===== config.mk =====
export PLATFORM = sky130hd
export DESIGN_NAME = piso_shift_reg
export DESIGN_NICKNAME = d
export VERILOG_FILES = /design/src/rtl/piso_shift_reg_pkg.sv /design/src/rtl/piso_shift_reg_bit_counter.sv /design/src/rtl/piso_shift_reg.sv
export SDC_FILE = /design/constraint.sdc
export NUM_CORES = 1
export LEC_CHECK = 0
export ABC_AREA = 1
export ABC_CLOCK_PERIOD_IN_PS = 1400
export CORE_AREA = 2 2 39 41
export CTS_CLUSTER_DIAMETER = 120
export DETAILED_ROUTE_END_ITERATION = 8
export DIE_AREA = 0 0 41 43
export HOLD_SLACK_MARGIN = 0.1
export PLACE_DENSITY = 0.66
export SLEW_MARGIN = 20
export SYNTH_ARGS = -nofsm -noshare
export SYNTH_HDL_FRONTEND = slang
export SYNTH_SLANG_ARGS = --single-unit

===== constraint.sdc =====
create_clock -name clk -period 1.4 [get_ports clk]
set_clock_uncertainty 0.2 [all_clocks]
set_input_delay 0.28 -clock clk [delete_from_list [all_inputs] [get_ports clk]]
set_output_delay 0.28 -clock clk [all_outputs]
set_load 0.02 [all_outputs]

===== src/rtl/piso_shift_reg_pkg.sv =====
// Shared encodings for the serial shift-register pair (PISO transmitter / SIPO receiver).
// Both ends must agree on the bit-order encoding carried on dir.
package piso_shift_reg_pkg;

  localparam int D_SIZE_DEF = 4;

  typedef enum logic {
    ST_IDLE  = 1'b0,
    ST_SHIFT = 1'b1
  } state_e;

  localparam logic DIR_MSB_FIRST = 1'b0;
  localparam logic DIR_LSB_FIRST = 1'b1;

endpackage


===== src/rtl/piso_shift_reg_bit_counter.sv =====
// Mod-N up counter with synchronous clear and enable; tc_o flags count == N-1.
// The count never passes N-1: an increment at terminal count returns to 0.
module bit_counter #(
  parameter int N = 4
) (
  input  logic clk,
  input  logic rst_n,
  input  logic clr_i,
  input  logic inc_i,
  output logic tc_o
);

  localparam int W = (N > 1) ? $clog2(N) : 1;

  logic [W-1:0] cnt_q, cnt_d;

  assign tc_o = (cnt_q == W'(N - 1));

  always_comb begin
    cnt_d = cnt_q;
    if (clr_i)
      cnt_d = '0;
    else if (inc_i)
      cnt_d = tc_o ? '0 : cnt_q + W'(1);
  end

  always_ff @(posedge clk or negedge rst_n) begin
    if (!rst_n) cnt_q <= '0;
    else        cnt_q <= cnt_d;
  end

endmodule


===== src/rtl/piso_shift_reg.sv =====
// Parallel-in serial-out transmitter: takes a word on a valid/ready handshake and shifts it
// out one bit per enabled cycle, MSB- or LSB-first, with back-to-back frames and no bubble.
module piso_shift_reg
  import piso_shift_reg_pkg::*;
#(
  parameter int D_SIZE = D_SIZE_DEF
) (
  input  logic              clk,
  input  logic              rst_n,
  input  logic [D_SIZE-1:0] din,
  input  logic              dir,
  input  logic              load_valid,
  output logic              load_ready,
  input  logic              en,
  output logic              out,
  output logic              out_valid,
  output logic              last
);

  if (D_SIZE < 2) begin : g_bad_size
    $error("piso_shift_reg: D_SIZE must be >= 2");
  end

  state_e            state_q, state_d;
  logic [D_SIZE-1:0] shreg_q, shreg_d;
  logic              dir_q, dir_d;
  logic              tc;
  logic              shifting, take, load;
  logic              cnt_clr, cnt_inc;

  assign shifting   = (state_q == ST_SHIFT);
  assign take       = shifting && en;
  assign last       = shifting && tc;
  assign out_valid  = shifting;
  // Ready on the final bit lets the next word replace it on the same edge.
  assign load_ready = !shifting || (last && en);
  assign load       = load_valid && load_ready;
  assign out        = shifting && ((dir_q == DIR_LSB_FIRST) ? shreg_q[0] : shreg_q[D_SIZE-1]);

  assign cnt_clr = load || (take && tc);
  assign cnt_inc = take && !tc;

  bit_counter #(
    .N (D_SIZE)
  ) u_bit_counter (
    .clk   (clk),
    .rst_n (rst_n),
    .clr_i (cnt_clr),
    .inc_i (cnt_inc),
    .tc_o  (tc)
  );

  always_comb begin
    state_d = state_q;
    shreg_d = shreg_q;
    dir_d   = dir_q;
    if (load) begin
      state_d = ST_SHIFT;
      shreg_d = din;
      dir_d   = dir;
    end else if (take && tc) begin
      state_d = ST_IDLE;
      shreg_d = '0;
    end else if (take) begin
      shreg_d = (dir_q == DIR_LSB_FIRST) ? {1'b0, shreg_q[D_SIZE-1:1]}
                                         : {shreg_q[D_SIZE-2:0], 1'b0};
    end
  end

  always_ff @(posedge clk or negedge rst_n) begin
    if (!rst_n) begin
      state_q <= ST_IDLE;
      shreg_q <= '0;
      dir_q   <= DIR_MSB_FIRST;
    end else begin
      state_q <= state_d;
      shreg_q <= shreg_d;
      dir_q   <= dir_d;
    end
  end

endmodule


==> summary.txt <==
Final layout
  • P&R area growth vs syn: 61.0%
  • Final core utilization: 0.582
  • Layout cell share with drive strength beyond 1: 0.378
  • Design area: between 800 and 900 µm²
  • N_diodes: 0
  • Fillcell total: between 100 and 150
  • Final net count: between 100 and 150
  • Post-route insts no fill: between 100 and 150

Floorplan
  • IO Count: 13
  • Die Span X: 41 µm
  • Initial Util: 0.362
  • Die area: between 1500 and 2000 µm²
  • Total core area: 1380 µm²
  • Die Y: between 40 and 50 µm
  • Num rows: 14

Yosys
  • Synth top area cells: dfrtp_1, nand2_1, nand3_1
  • Post-synth top area share: 0.400
  • YS warnings: 0
  • Most frequent cells after synthesis: nand2_1, dfrtp_1, inv_1, nand3_1, nor2_1
  • Post-synth top area cell: dfrtp_1
  • Sequential-to-total area share from yosys stat: 0.400
  • Number of flops mapped to enable cells by yosys: 0
  • Synth cell types: 17
  • Syn Nets: about 80
  • Post-synthesis async set-or-reset flop share: 1.00
  • Most frequent cell after synthesis: nand2_1
  • Mapped cell area: 500 µm²
  • Synth Flop Type: dfrtp_1
  • Yosys reg bits: 8
  • Synth Instances: 68
  • Mean Syn Cell Area: about 7.4 µm²

STA
  • Setup_tns: -0.630 ns
  • Slew headroom: 0.754
  • Finish-stage setup viols: 8
  • Minimum clock period: 1.59 ns
  • Final hold vios: 0
  • Final period utilization: 1.14
  • Final WS setup: -0.191 ns
  • RSZ-0062 raised after global routing: yes
  • Top achievable clock speed: roughly 630 MHz
  • Slew Viols, Final: 0
  • Worst Max-Slew Pin Slew: ~0.37 ns

Pwr
  • Psw: roughly 600 µW
  • Logic pwr share: 0.587
  • Worst VDD drop: ~0.00084 V
  • Seq pwr share: 0.283
  • Clk network pwr share: 0.130
  • Pwr Density: 1830 nW/µm²
  • Pint: 875 µW
  • Design Power: ~1.5 mW
  • Net Sw Frac: 0.406
  • Static leakage: about 0.45 nW

Setup path
  • Arrival @ worst endpoint: 1.11 ns
  • Reg2reg start: u_bit_counter.cnt_q[0]$_DFFE_PN0P_
  • Setup CP Type: register to output pin
  • CP Capture Type: output pin
  • Worst EP required: 0.92 ns
  • Setup slack, reg-to-reg: -0.06 ns
  • Worst reg2reg path depth: 8
  • R2R Path End: shreg_q[1]$_DFFE_PN0P_
  • Peak fanout along the critical path: 3
  • CP startpoint kind: register

Min path
  • Hold Path Class: input port to asynchronous set/reset pin

Place
  • Cells after DPL: between 100 and 150
  • Dpl hpwl: about 900 µm
  • Dpl cell area: a little over 700 µm²
  • Final GP Congestion: just under 0.8
  • IO Port Bufs: 12

Clock tree
  • CTS root buf: clkbuf_4
  • Total clock sinks: 8
  • Clk Latency, worst-skew pair: 0.25 ns
  • CTS Buf Count: 3
  • CTS tree: yes
  • CTS Buffer Depth: 2
  • Clock Pin Slew Worst Setup and Hold Paths: 0.06 ns
  • Cts hold-fix bufs: 0
  • Max H-tree Level: 1

Global route
  • Met1 Use GR: 0.200
  • Largest net degree at the start of global routing: 9
  • Vias in the first global route: 529
  • GRT Overall Usage: 0.163
  • Initial antenna violation count: 0
  • Global route total overflow: 0
  • Global-route wire length before repair: 2030 µm
  • GR Layer Usage met2: 0.284
  • Gr busiest metal: met2
  • Met3 track demand over resource: 0.0157

Detailed routing
  • Via count: 525
  • DR vias/cell: around 4.6
  • Antenna-violating nets left: 0
  • Initial DRT Pass Iterations: 4
  • WL final: 1170 µm
  • Avg WL per Cell: between 10 and 15 µm
  • Starting DRT DRC Count: 10
  • Drt drc: 0

Outcome
  • Status: complete, but fails checks
  • Failing checks: setup timing

Run
  • Max-cap viol count: 0
## critical path, stage by stage, from the launching register on
cell and delay (ns):
dfrtp_1 0.41, ha_4 0.19, nand3_4 0.08, nand2_4 0.05, buf_6 0.12
## layer usage
metal  routed length (µm)  vias to the layer above
met1                  513                      241
met2                  626                       11
met3                   32                        0
met5                    0                        -
li1                     -                      273
met4                    0                        0
## placed cells by master, fill, tap and decap left out, types with 2 or more instances in the layout
cell type and n:
nand2_1 26, buf_4 15, nand3_1 7, dfrtp_1 7
inv_1 6, clkdlybuf4s50_1 6, inv_2 4, clkbuf_4 3
buf_6 3, nand2_4 2, nor2_2 2, nand2_2 2
dlymetal6s2s_1 2
## metrics by stage
| stage | hold slack [ns] | setup slack [ns] |
|---|---|---|
| after detailed placement | 0.280 | -0.640 |
| final | 0.104 | -0.191 |
| after global routing | 0.134 | -0.230 |
| after CTS | 0.110 | -0.199 |
| after global placement | 0.269 | -0.634 |
| after floorplan | -0.216 | 0.0228 |
## timing repair
item | 4_1_cts | 5_1_grt
pin swaps | 3 | 3
buffers inserted | 2 | 1
setup endpoints to repair | 9 | 10
cloned | 0 | 0
gates resized for setup | 28 | 6
## power groups by stage
stage | registers (mW) | logic (mW) | clock network (mW)
floorplan | 0.394 | 0.430 | 0
global placement | 0.400 | 0.737 | 0
detailed placement | 0.406 | 0.759 | 0
CTS | 0.415 | 0.847 | 0.195
global route | 0.427 | 0.973 | 0.207
finish | 0.417 | 0.864 | 0.191
## kinds of logic (layout without fill, tap and decap cells)
family / count (synthesis) / in the layout / share of synthesized area
flops: 8 / 8 / 0.400
simple gates: 43 / 43 / 0.395
fa+ha+maj: 1 / 1 / 0.0250
buf+inv: 11 / 41 / 0.0975
compound gates: 5 / 5 / 0.0825
## sequential cells by signal, summed over array words and instances (netlist names)
register and cells:
shreg_q 4, u_bit_counter.cnt_q 2, dir_q 1, out_valid 1
## area by class of cell
class / count / area, µm² / share of cell area
inverter: 10 / 37.5 / 0.0466
sequential: 8 / 201 / 0.250
multi-input combinational: 49 / 284 / 0.352
timing repair buffer: 27 / 236 / 0.293
clock buffer: 4 / 26.3 / 0.0326
tap: 16 / 20.0 / 0.0248
## how the worst max path moves through the flow
stage / endpoint / slack [ns] / start / cells past startpoint
finish: load_ready / -0.19 / u_bit_counter.cnt_q[0]$_DFFE_PN0P_ / 4
global route: load_ready / -0.23 / u_bit_counter.cnt_q[1]$_DFFE_PN0P_ / 4
CTS: load_ready / -0.20 / u_bit_counter.cnt_q[1]$_DFFE_PN0P_ / 4
detailed placement: load_ready / -0.64 / en / 4
global placement: load_ready / -0.63 / en / 4
floorplan: shreg_q[1]$_DFFE_PN0P_ / 0.02 / u_bit_counter.cnt_q[0]$_DFFE_PN0P_ / 7
Power figures use the tool's default switching activity.
==> RTL change: new RTL, same flow settings <==
Set the package constant `D_SIZE_DEF` to 2 (it was 4).
--- a/src/rtl/piso_shift_reg_pkg.sv
+++ b/src/rtl/piso_shift_reg_pkg.sv
@@ -2,7 +2,7 @@
 // Both ends must agree on the bit-order encoding carried on dir.
 package piso_shift_reg_pkg;
 
-  localparam int D_SIZE_DEF = 4;
+  localparam int D_SIZE_DEF = 2;
 
   typedef enum logic {
     ST_IDLE  = 1'b0,
Ports: changed (resized din); port bits go from 13 to 11. The function was not compared with the original's and may differ.
==> RTL change against the original RTL <==
First-iteration DRC count is 20% lower. Power fell by 30%. Highest routed layer is now met4. Wire length decreased by 44%. Sequential power decreased by 38%. Area after synthesis shrank 45%. Critical path type unchanged. The flow still finishes with violations (negative setup slack). Setup slack better by 0.12 ns. Sequential cell count decreased by 3. Final area down 31%.
==> RTL change: results (changes against the original RTL) <==
| Metric | Value |
|---|---|
| Status | complete, but fails checks |
| Failing checks | negative setup slack |
| Critical-path maximum fanout | 5 (+2) |
| Clock sinks | 5 (-3) |
| R2r startpoint | out_valid$_DFFE_PN0P_ |
| Fraction of area in registers | 0.226 (-0.0235) |
| Critical Path Start | out_valid$_DFFE_PN0P_ |
| Largest register FFs | 2 (-2) |
| Final wirelength | 657 um (-44%) |
| Leak | 0.292 nW (-35%) |
| Signal buf overhead | 0.370 (+0.0765) |
| Ys flop type | dfrtp_1 |
| Yosys cell types | 11 (-6) |
| Multi-input combinational cell count | 27 (-45%) |
| Synth area leaders | dfrtp_1 46%, nand2_1 16%, inv_1 8.2% |
| Critical path data arrival time | 0.99 ns (-0.12 ns) |
| Input/output buffers | 10 (-2) |
| First-pass GRT wire length | 1.08 mm (-47%) |
| Clk tree area frac | 0.0471 (+0.0145) |
| ANT cells | 0 (unchanged) |
| CLK BUF | 4 (unchanged) |
| Syn_nets | 45 (-42%) |
| Inverters | 6 (-4) |
| YS warnings | 0 (unchanged) |
| Peak VDD IR | 0.000616 V (-27%) |
| Setup total negative slack | -0.260 ns (+0.370 ns) |
| P&R area growth vs syn | 104% |
| Min-delay worst type | in -> reg |
| Fin worst setup slack | -0.0672 ns (+0.124 ns) |
| H-tree levels | 1 (unchanged) |
| Ys async rst share | 1.00 (unchanged) |
| Clk_lat worst skew | 0.24 ns |
| Clk buf depth | 2 (unchanged) |
| GP Congestion | 0.823 (+5.8%) |
| Slew HR | 0.855 (+0.101) |
| Detailed Route Iter0 Violations | 8 (-2) |
| Largest net degree at the start of global routing | 6 (-3) |
| Placed cell count | 73 (-32%) |
| Vias in the first global route | 292 (-45%) |
| Placement Setup Slack | -0.605 ns (+0.0342 ns) |
| Post-DP Area | 465 sq um (-36%) |
| Clk pin slew, worst setup/hold paths | 0.04 ns (-0.02 ns) |
| Synth top cells by count | 12 x nand2_1, 6 x inv_1, 5 x dfrtp_1 |
| Fraction of layout cells with a size suffix above 1 | 0.446 (+0.0686) |
| Post-DP HPWL | 484 um (-46%) |
| Antenna violations before repair | 0 (unchanged) |
| Aggregate global-route resource usage | 0.100 (-0.0626) |
| Finished layout cell area | 558 sq um (-31%) |
| Slowest cell delay on critical path | 0.44 ns (+0.03 ns) |
| Switching share of power | 0.374 (-0.0315) |
| Final setup fails | 5 (-3) |
| Multi-input logic area | 156 sq um (-45%) |
| Fill count | 145 (+11%) |
| Mapped Cells | 38 (-44%) |
| Seq/Total Area, Yosys | 0.457 (+0.0566) |
| Vias | 332 (-37%) |
| Non-clk bufs | 23 (-15%) |
| Non-filler cells, final | 81 (-29%) |
| Top reg by flops | shreg_q |
| CP max stage cell | dfrtp_2 |
[RTL change: cell count changes after synthesis, sizes merged, moves of 3 or more]
cell,before,now
inv,10,6
nand3,9,5
nand2,30,14
dfrtp,8,5
[RTL change: tightest hold or removal path: cells and delay by family]
family	cells	cell delay (ns)
simple gates	1	0.10
compound gates	1	0.06
buf+inv	1	0.26
[RTL change: path summary, 6_finish.rpt]
check                                            endpoint  slack, ns  cells after the start
hold reg to reg            u_bit_counter.tc_o$_DFFE_PN0P_       0.32                      1
min in group asynchronous  u_bit_counter.tc_o$_DFFE_PN0P_       0.61                      2
setup reg to reg                   shreg_q[1]$_DFFE_PN0P_      -0.06                      7
setup / recovery                               load_ready      -0.07                      3
hold / removal             u_bit_counter.tc_o$_DFFE_PN0P_       0.30                      3
max in group asynchronous           out_valid$_DFFE_PN0P_       0.19                      2
[RTL change: cells by family after synthesis]
kind of cell / Yosys count / share of synthesized area
AO/OA/AOI/OAI: 5 / 0.100
AND/OR/NAND/NOR: 22 / 0.361
flip-flops: 5 / 0.457
buffers and inverters: 6 / 0.0822
[RTL change: metal layers]
layer	wire, um	vias up	global-route usage
met5	0	-	0
met4	20	0	0.120
met3	35	2	0.0314
met2	343	14	0.131
met1	258	141	0.108
li1	-	175	-
[RTL change: power by group through the flow]
stage                     Combinational, mW  Clock (mW)  Sequential [mW]
after floorplan                       0.221           0            0.256
after global placement                0.494           0            0.251
after detailed placement              0.495           0            0.253
after CTS                             0.567       0.169            0.251
after global routing                  0.668       0.175            0.272
final                                 0.605       0.163            0.260
[RTL change: repair_timing]
action	CTS	global route
setup endpoints to repair	4	7
gates resized for setup	21	11
hold buffers	1	0
pin swaps	1	3
setup buffers	4	0
hold endpoints to repair	5	0
